<file path="src/rtl/fifo_uart_tx.sv">
// FIFO read-side consumer: pops one word per frame and shifts it out as
// an 8N1-style UART frame (start bit, DATA_W data bits LSB first, stop bit).
module fifo_uart_tx #(
  parameter int unsigned DATA_W       = 8,
  parameter int unsigned CLKS_PER_BIT = 868
) (
  input  logic              clk_i,
  input  logic              rst_ni,
  input  logic              tx_en_i,
  input  logic              fifo_empty_i,
  input  logic [DATA_W-1:0] fifo_data_i,
  output logic              fifo_rd_en_o,
  output logic              tx_o,
  output logic              busy_o,
  output logic              frame_done_o
);

  localparam int unsigned CNT_W = (CLKS_PER_BIT > 1) ? $clog2(CLKS_PER_BIT) : 1;
  localparam int unsigned IDX_W = $clog2(DATA_W) + 1;
  localparam logic [CNT_W-1:0] CNT_MAX  = CNT_W'(CLKS_PER_BIT - 1);
  localparam logic [IDX_W-1:0] IDX_LAST = IDX_W'(DATA_W - 1);

  typedef enum logic [2:0] {
    S_IDLE  = 3'd0,
    S_POP   = 3'd1,
    S_LOAD  = 3'd2,
    S_START = 3'd3,
    S_DATA  = 3'd4,
    S_STOP  = 3'd5
  } state_e;

  state_e            state_q, state_d;
  logic [CNT_W-1:0]  cnt_q, cnt_d;
  logic [IDX_W-1:0]  idx_q, idx_d;
  logic [DATA_W-1:0] shift_q, shift_d;
  logic              tx_q, tx_d;
  logic              rd_en_q, rd_en_d;
  logic              busy_q, busy_d;
  logic              done_q, done_d;

  // State, datapath and output registers
  always_ff @(posedge clk_i or negedge rst_ni) begin
    if (!rst_ni) begin
      state_q <= S_IDLE;
      cnt_q   <= '0;
      idx_q   <= '0;
      shift_q <= '0;
      tx_q    <= 1'b1;
      rd_en_q <= 1'b0;
      busy_q  <= 1'b0;
      done_q  <= 1'b0;
    end else begin
      state_q <= state_d;
      cnt_q   <= cnt_d;
      idx_q   <= idx_d;
      shift_q <= shift_d;
      tx_q    <= tx_d;
      rd_en_q <= rd_en_d;
      busy_q  <= busy_d;
      done_q  <= done_d;
    end
  end

  // Next-state and datapath update
  always_comb begin
    state_d = state_q;
    cnt_d   = cnt_q;
    idx_d   = idx_q;
    shift_d = shift_q;
    case (state_q)
      S_IDLE: begin
        if (tx_en_i && !fifo_empty_i) state_d = S_POP;
      end
      S_POP: begin
        state_d = S_LOAD;
      end
      S_LOAD: begin
        shift_d = fifo_data_i;
        cnt_d   = '0;
        idx_d   = '0;
        state_d = S_START;
      end
      S_START: begin
        if (cnt_q == CNT_MAX) begin
          cnt_d   = '0;
          state_d = S_DATA;
        end else begin
          cnt_d = cnt_q + CNT_W'(1);
        end
      end
      S_DATA: begin
        if (cnt_q == CNT_MAX) begin
          cnt_d   = '0;
          shift_d = shift_q >> 1;
          idx_d   = idx_q + IDX_W'(1);
          if (idx_q == IDX_LAST) state_d = S_STOP;
        end else begin
          cnt_d = cnt_q + CNT_W'(1);
        end
      end
      S_STOP: begin
        if (cnt_q == CNT_MAX) begin
          cnt_d   = '0;
          state_d = (tx_en_i && !fifo_empty_i) ? S_POP : S_IDLE;
        end else begin
          cnt_d = cnt_q + CNT_W'(1);
        end
      end
      default: begin
        state_d = S_IDLE;
      end
    endcase
  end

  // Outputs decoded from the upcoming state so they register in step with it
  always_comb begin
    tx_d    = 1'b1;
    rd_en_d = 1'b0;
    busy_d  = (state_d != S_IDLE);
    done_d  = 1'b0;
    case (state_d)
      S_POP:   rd_en_d = 1'b1;
      S_START: tx_d    = 1'b0;
      S_DATA:  tx_d    = shift_d[0];
      S_STOP:  done_d  = (cnt_d == CNT_MAX);
      default: tx_d    = 1'b1;
    endcase
  end

  assign fifo_rd_en_o = rd_en_q;
  assign tx_o         = tx_q;
  assign busy_o       = busy_q;
  assign frame_done_o = done_q;

endmodule
</file>
<file path="config.mk">
export PLATFORM = sky130hd
export DESIGN_NAME = fifo_uart_tx
export DESIGN_NICKNAME = d
export VERILOG_FILES = /design/src/rtl/fifo_uart_tx.sv
export SDC_FILE = /design/constraint.sdc
export NUM_CORES = 1
export LEC_CHECK = 0
export CAP_MARGIN = 10
export CORE_ASPECT_RATIO = 0.5
export CORE_MARGIN = 2
export CORE_UTILIZATION = 45
export CTS_BUF_LIST = sky130_fd_sc_hd__clkbuf_4 sky130_fd_sc_hd__clkbuf_8
export DETAILED_ROUTE_END_ITERATION = 16
export PLACE_DENSITY = 0.75
export SYNTH_ARGS = -nofsm -noshare
export SYNTH_HDL_FRONTEND = slang
export SYNTH_SLANG_ARGS = --single-unit
</file>
<file path="constraint.sdc">
create_clock -name clk_i -period 2.85 [get_ports clk_i]
set_input_delay 0.4275 -clock clk_i [delete_from_list [all_inputs] [get_ports clk_i]]
set_output_delay 0.4275 -clock clk_i [all_outputs]
set_load 0.005 [all_outputs]
</file>
After elaboration in Yosys (flattened, before gate mapping)
Cells that the tools add are included.

cells by class
  reduce and logical (&&, ||, !) cells = 7
  add/sub/neg operators = 2
  mux-type cells = 16
  equality and inequality tests = 13

operators with widths
  cell                   count
  $eq 10x10->1 const B   2
  $pmux 10 s2            1
  $pmux 3 s6             1
  $pmux 8 s2             1
  $mux 3                 5
  $eq 3x3->1 const B     4
  $add 10x1->10 const B  1
  $mux 10                1
  $eq 3x2->1 const B     3
  $mux 8                 1
  $pmux 4 s2             1
  $eq 3x1->1 const B     2
  $add 4x1->4 const B    1
  $eq 4x3->1 const B     1
  $mux 4                 1
  $logic_not 3->1        1
  $mux 1                 3
  $reduce_bool 3->1      1
  $reduce_or 3->1        1
  $ne 2x2->1 const B     1
  $pmux 1 s2             1
  $reduce_and 2->1       1
  $reduce_bool 2->1      1
  $logic_and 1x1->1      1
  $logic_not 1->1        1

storage, ports and cells
  flip-flop bits (word level) = 29
  input bits = 12
  word-level logic and storage cells = 47
  output and inout port bits = 4

Logic depth before layout (Yosys ltp)
  depth after elaboration = 7
  gate-level depth with buffers = 9
  mapped depth without buffers = 7

Worst setup path after synthesis
OpenSTA, ideal clock, no wires.

  kind = register to register
  start = register cnt_q[0]
  end = register done_q (netlist: frame_done_o)
  library setup time = 96 ps
  buffers on the path = 1
  clock period less this slack = 2314 ps
  data required time = 2754 ps
  stages on the path, launching flop included = 9
  path slack = 536 ps
  data arrival time = 2219 ps
  path through = dfrtp_1 > ha_1 > and4_1 > buf_2 > nand4_1 > nor2_1 > a2111o_1 > or4_1 > nor4_2

between the ends
  longest elaborated chain between the ends = 5
  elaborated cells between the ends (all ways) = 11
  those cells by class = 1 x add/sub; 3 x eq/ne; 7 x mux

ends and longest elaborated chain
  element                                               RTL line     text
  start, declared                                       33           logic [CNT_W-1:0] cnt_q, cnt_d;
  start signal, assigned                                54           cnt_q <= cnt_d;
  $add 10x1->10 / $eq 10x10->1 (equally long branches)  -
  $mux 10, or another cell as far along                 84, 92, 102
  $pmux 10 s2 / $pmux 3 s6 (equally long branches)      70           case (state_q)
  $eq 10x10->1 / $eq 3x3->1 (equally long branches)     125, 121
  $mux 1 (*)                                            121          case (state_d)
  via done_d                                            39           logic done_q, done_d;
  end signal, assigned                                  60           done_q <= done_d;
  end, declared                                         39

The timed path passes the listed nets; every way through them passes the cells marked *.
A chain may end at the register's enable or synchronous reset.

Worst setup path after layout
Same ends and word-level chain as after synthesis.

==> results.ini <==
[status]
status=completed

[sta]
relSlewSlack_pct=63.2
slew_viol_final=0
fin_ws_ns=0.270
worstMarginPinSlew_ns=0.550
hold_viol=0
clock_skew_ns=0.00407
fmax_mhz=388
layout_min_cycle_time_ns=2.58
period_share_pct=90.5
setup_viol=0
setup_tns_ns=0
rsz0062_at_grt=no

[min_path]
hold_class=register to register

[global_route]
grt_pass1_wl_um=6120
antenna_found_initial=0
grt_pass1_vias=1294
grt_usage_pct=19.2
overflow=0
grt_max_degree=30

[critical_path]
crit_path_top_delay_cell=or4_1
end_kind=register
start_kind=register
cp.required_ns=3.04
worstSetupPathType=register to register
max_stage_delay_ns=0.54
worstPathArrival_ns=2.77
cp_cell_sequence=ha_1 > and4bb_1 > nand3_2 > nand2_4 > a2111o_1 > or4_1 > nor4_2
path_max_fanout=15

[detailed_routing]
via_per_inst=5.90
drt_iter0_drc=68
via_count=1469
drt-total-wl_um=3640
routedWlPerCell_um=14.6
first_pass_iters=4
ant_nets=0
post-route-drc-count=0

[place]
dp_hpwl_um=2440
pre_cts_ws_ns=0.316
io_buffer_count=15
gp_congestion=0.919
dp.cells=242

[logic_synthesis]
synth_mux_area_share_pct=0
synthCells=182
ys_async_sr_fraction_pct=100
avgSynthCellArea_um2=9.16
synth_compound_area_share_pct=19.4
seq_area_frac_synth_pct=43.6
synth_top_family_by_area=simple AND/OR/NAND/NOR gates
synth_simple_gate_area_share_pct=26.2
synth_enable_flop_cells=0
synthFlopType=dfrtp_1
syn_area_um2=1670
synthDistinctLibCells=51
synth_fa_ha_area_share_pct=1.50
yosys_warnings=0
syn-num-nets=196
ys_seq_elements=29
synth_xor_area_share_pct=4.13

[die]
core_um2=3490
die_h_um=47.1
die-area_um2=4240
ios=16
rows=15
initial_core_util_pct=47.8
die_w_um=90.1

[final_layout]
diodes=0
instances_no_fill=249
nets=212
layout_common_cells=nand2_1, dfrtp_1, o21ai_0, clkdlybuf4s50_1, nor2_1
drive_gt1_share_pct=11.6
area_growth_pct=15.9
final_common_cell=nand2_1

[flow_run]
max_cap_viol_count=0

[power_and_ir_drop]
power_leakage_uw=0.000837
power_density_nw_per_um2=418
max-vdd-ir-drop_mv=0.186
power.total_uw=808

[clock_network]
post_cts_buffers=0
cts_buffers=5
htreeDepth=2
clk_pin_slew_worst_paths_ns=0.06
clock_tree.buffer_depth=2
cts_resized=0
cts_hold_buf=0
cts_tree=built
root_buffer=clkbuf_8
clkLatencyLatePin_ns=0.29
clock-sinks=29

[metrics by stage]
stage,util (%),hold WS [ns],instance area (µm²)
after floorplan,-,0.132,1670
after global placement,52.8,0.460,1840
after detailed placement,52.8,0.468,1840
after CTS,55.4,0.483,1930
after global routing,55.4,0.510,1930
final,55.4,0.481,1930
[synth_stat cells (all sizes together) (2+ instances only)]
cell	number	area [µm²]
a211oi	2	15.0
and3	3	20.0
a21oi	7	35.0
a32oi	2	17.5
xor2	4	35.0
xnor2	3	33.8
nor3	4	25.0
o21ai	17	85.1
and2b	2	16.3
a22oi	7	52.6
buf	8	61.3
nand2	30	120
nand3	10	60.1
clkbuf	2	7.51
o211ai	2	15.0
inv	5	18.8
dfrtp	28	701
or3b	2	17.5
nand4	4	25.0
o31ai	3	22.5
nor2	12	45.0
a32o	2	20.0
nor4	2	18.8
ha	2	25.0
o41ai	2	17.5
[state kept, by name, summed over array words and instances (netlist names)]
name,count
cnt_q,10
idx_q,4
fifo_rd_en_o,1
state_q,3
busy_o,1
frame_done_o,1
tx_o,1
shift_q,8
[worst max-delay path: cells and delay by family (launching register included)]
kind	cells	cell delay, ns
AOI/OAI and AO/OA	1	0.38
adders and majority gates	1	0.31
and+or+nand+nor	5	1.36
DFF	1	0.44
[cell type report]
cell class | count | area, µm²
Timing Repair Buffer | 19 | 180
Inverter | 5 | 18.8
Clock buffer | 7 | 90.1
Tap cell | 51 | 63.8
Fill cell | 315 | 1560
Multi-Input combinational cell | 138 | 853
Sequential cell | 29 | 727
[per-layer routing]
| metal | GRT usage [%] | wire length [µm] |
|---|---|---|
| met5 | 0 | 0 |
| met4 | 7.69 | 54 |
| met3 | 6.42 | 192 |
| met2 | 31.7 | 1670 |
| met1 | 24.4 | 1730 |
[report_power, final]
| group | switching [µW] | leakage (µW) | total [µW] | internal [µW] |
|---|---|---|---|---|
| sequential | 3.02 | 0.000344 | 421 | 418 |
| combinational | 13.3 | 0.000445 | 30.1 | 16.7 |
| clock | 156 | 0.0000477 | 357 | 201 |
| total | 173 | 0.000837 | 808 | 635 |
[logic make-up after synthesis]
group | Yosys count
AO/OA/AOI/OAI | 49
XOR/XNOR | 7
adder cells (fa/ha/maj) | 2
buffers and inverters | 15
flip-flops | 29
AND/OR/NAND/NOR | 80
[final timing paths]
path | start | to | slack (ns) | cells after the start
min reg2reg | shift_q[5]$_DFFE_PN0P_ | shift_q[5]$_DFFE_PN0P_ | 0.48 | 2
min in group asynchronous | rst_ni | cnt_q[5]$_DFF_PN0_ | 0.52 | 2
min | shift_q[5]$_DFFE_PN0P_ | shift_q[5]$_DFFE_PN0P_ | 0.48 | 2
max | cnt_q[0]$_DFF_PN0_ | frame_done_o$_DFF_PN0_ | 0.27 | 7
max reg2reg | cnt_q[0]$_DFF_PN0_ | frame_done_o$_DFF_PN0_ | 0.27 | 7
max in group asynchronous | rst_ni | tx_o$_DFF_PN1_ | 2.02 | 2
No activity file was read; power rests on OpenSTA's default activity.
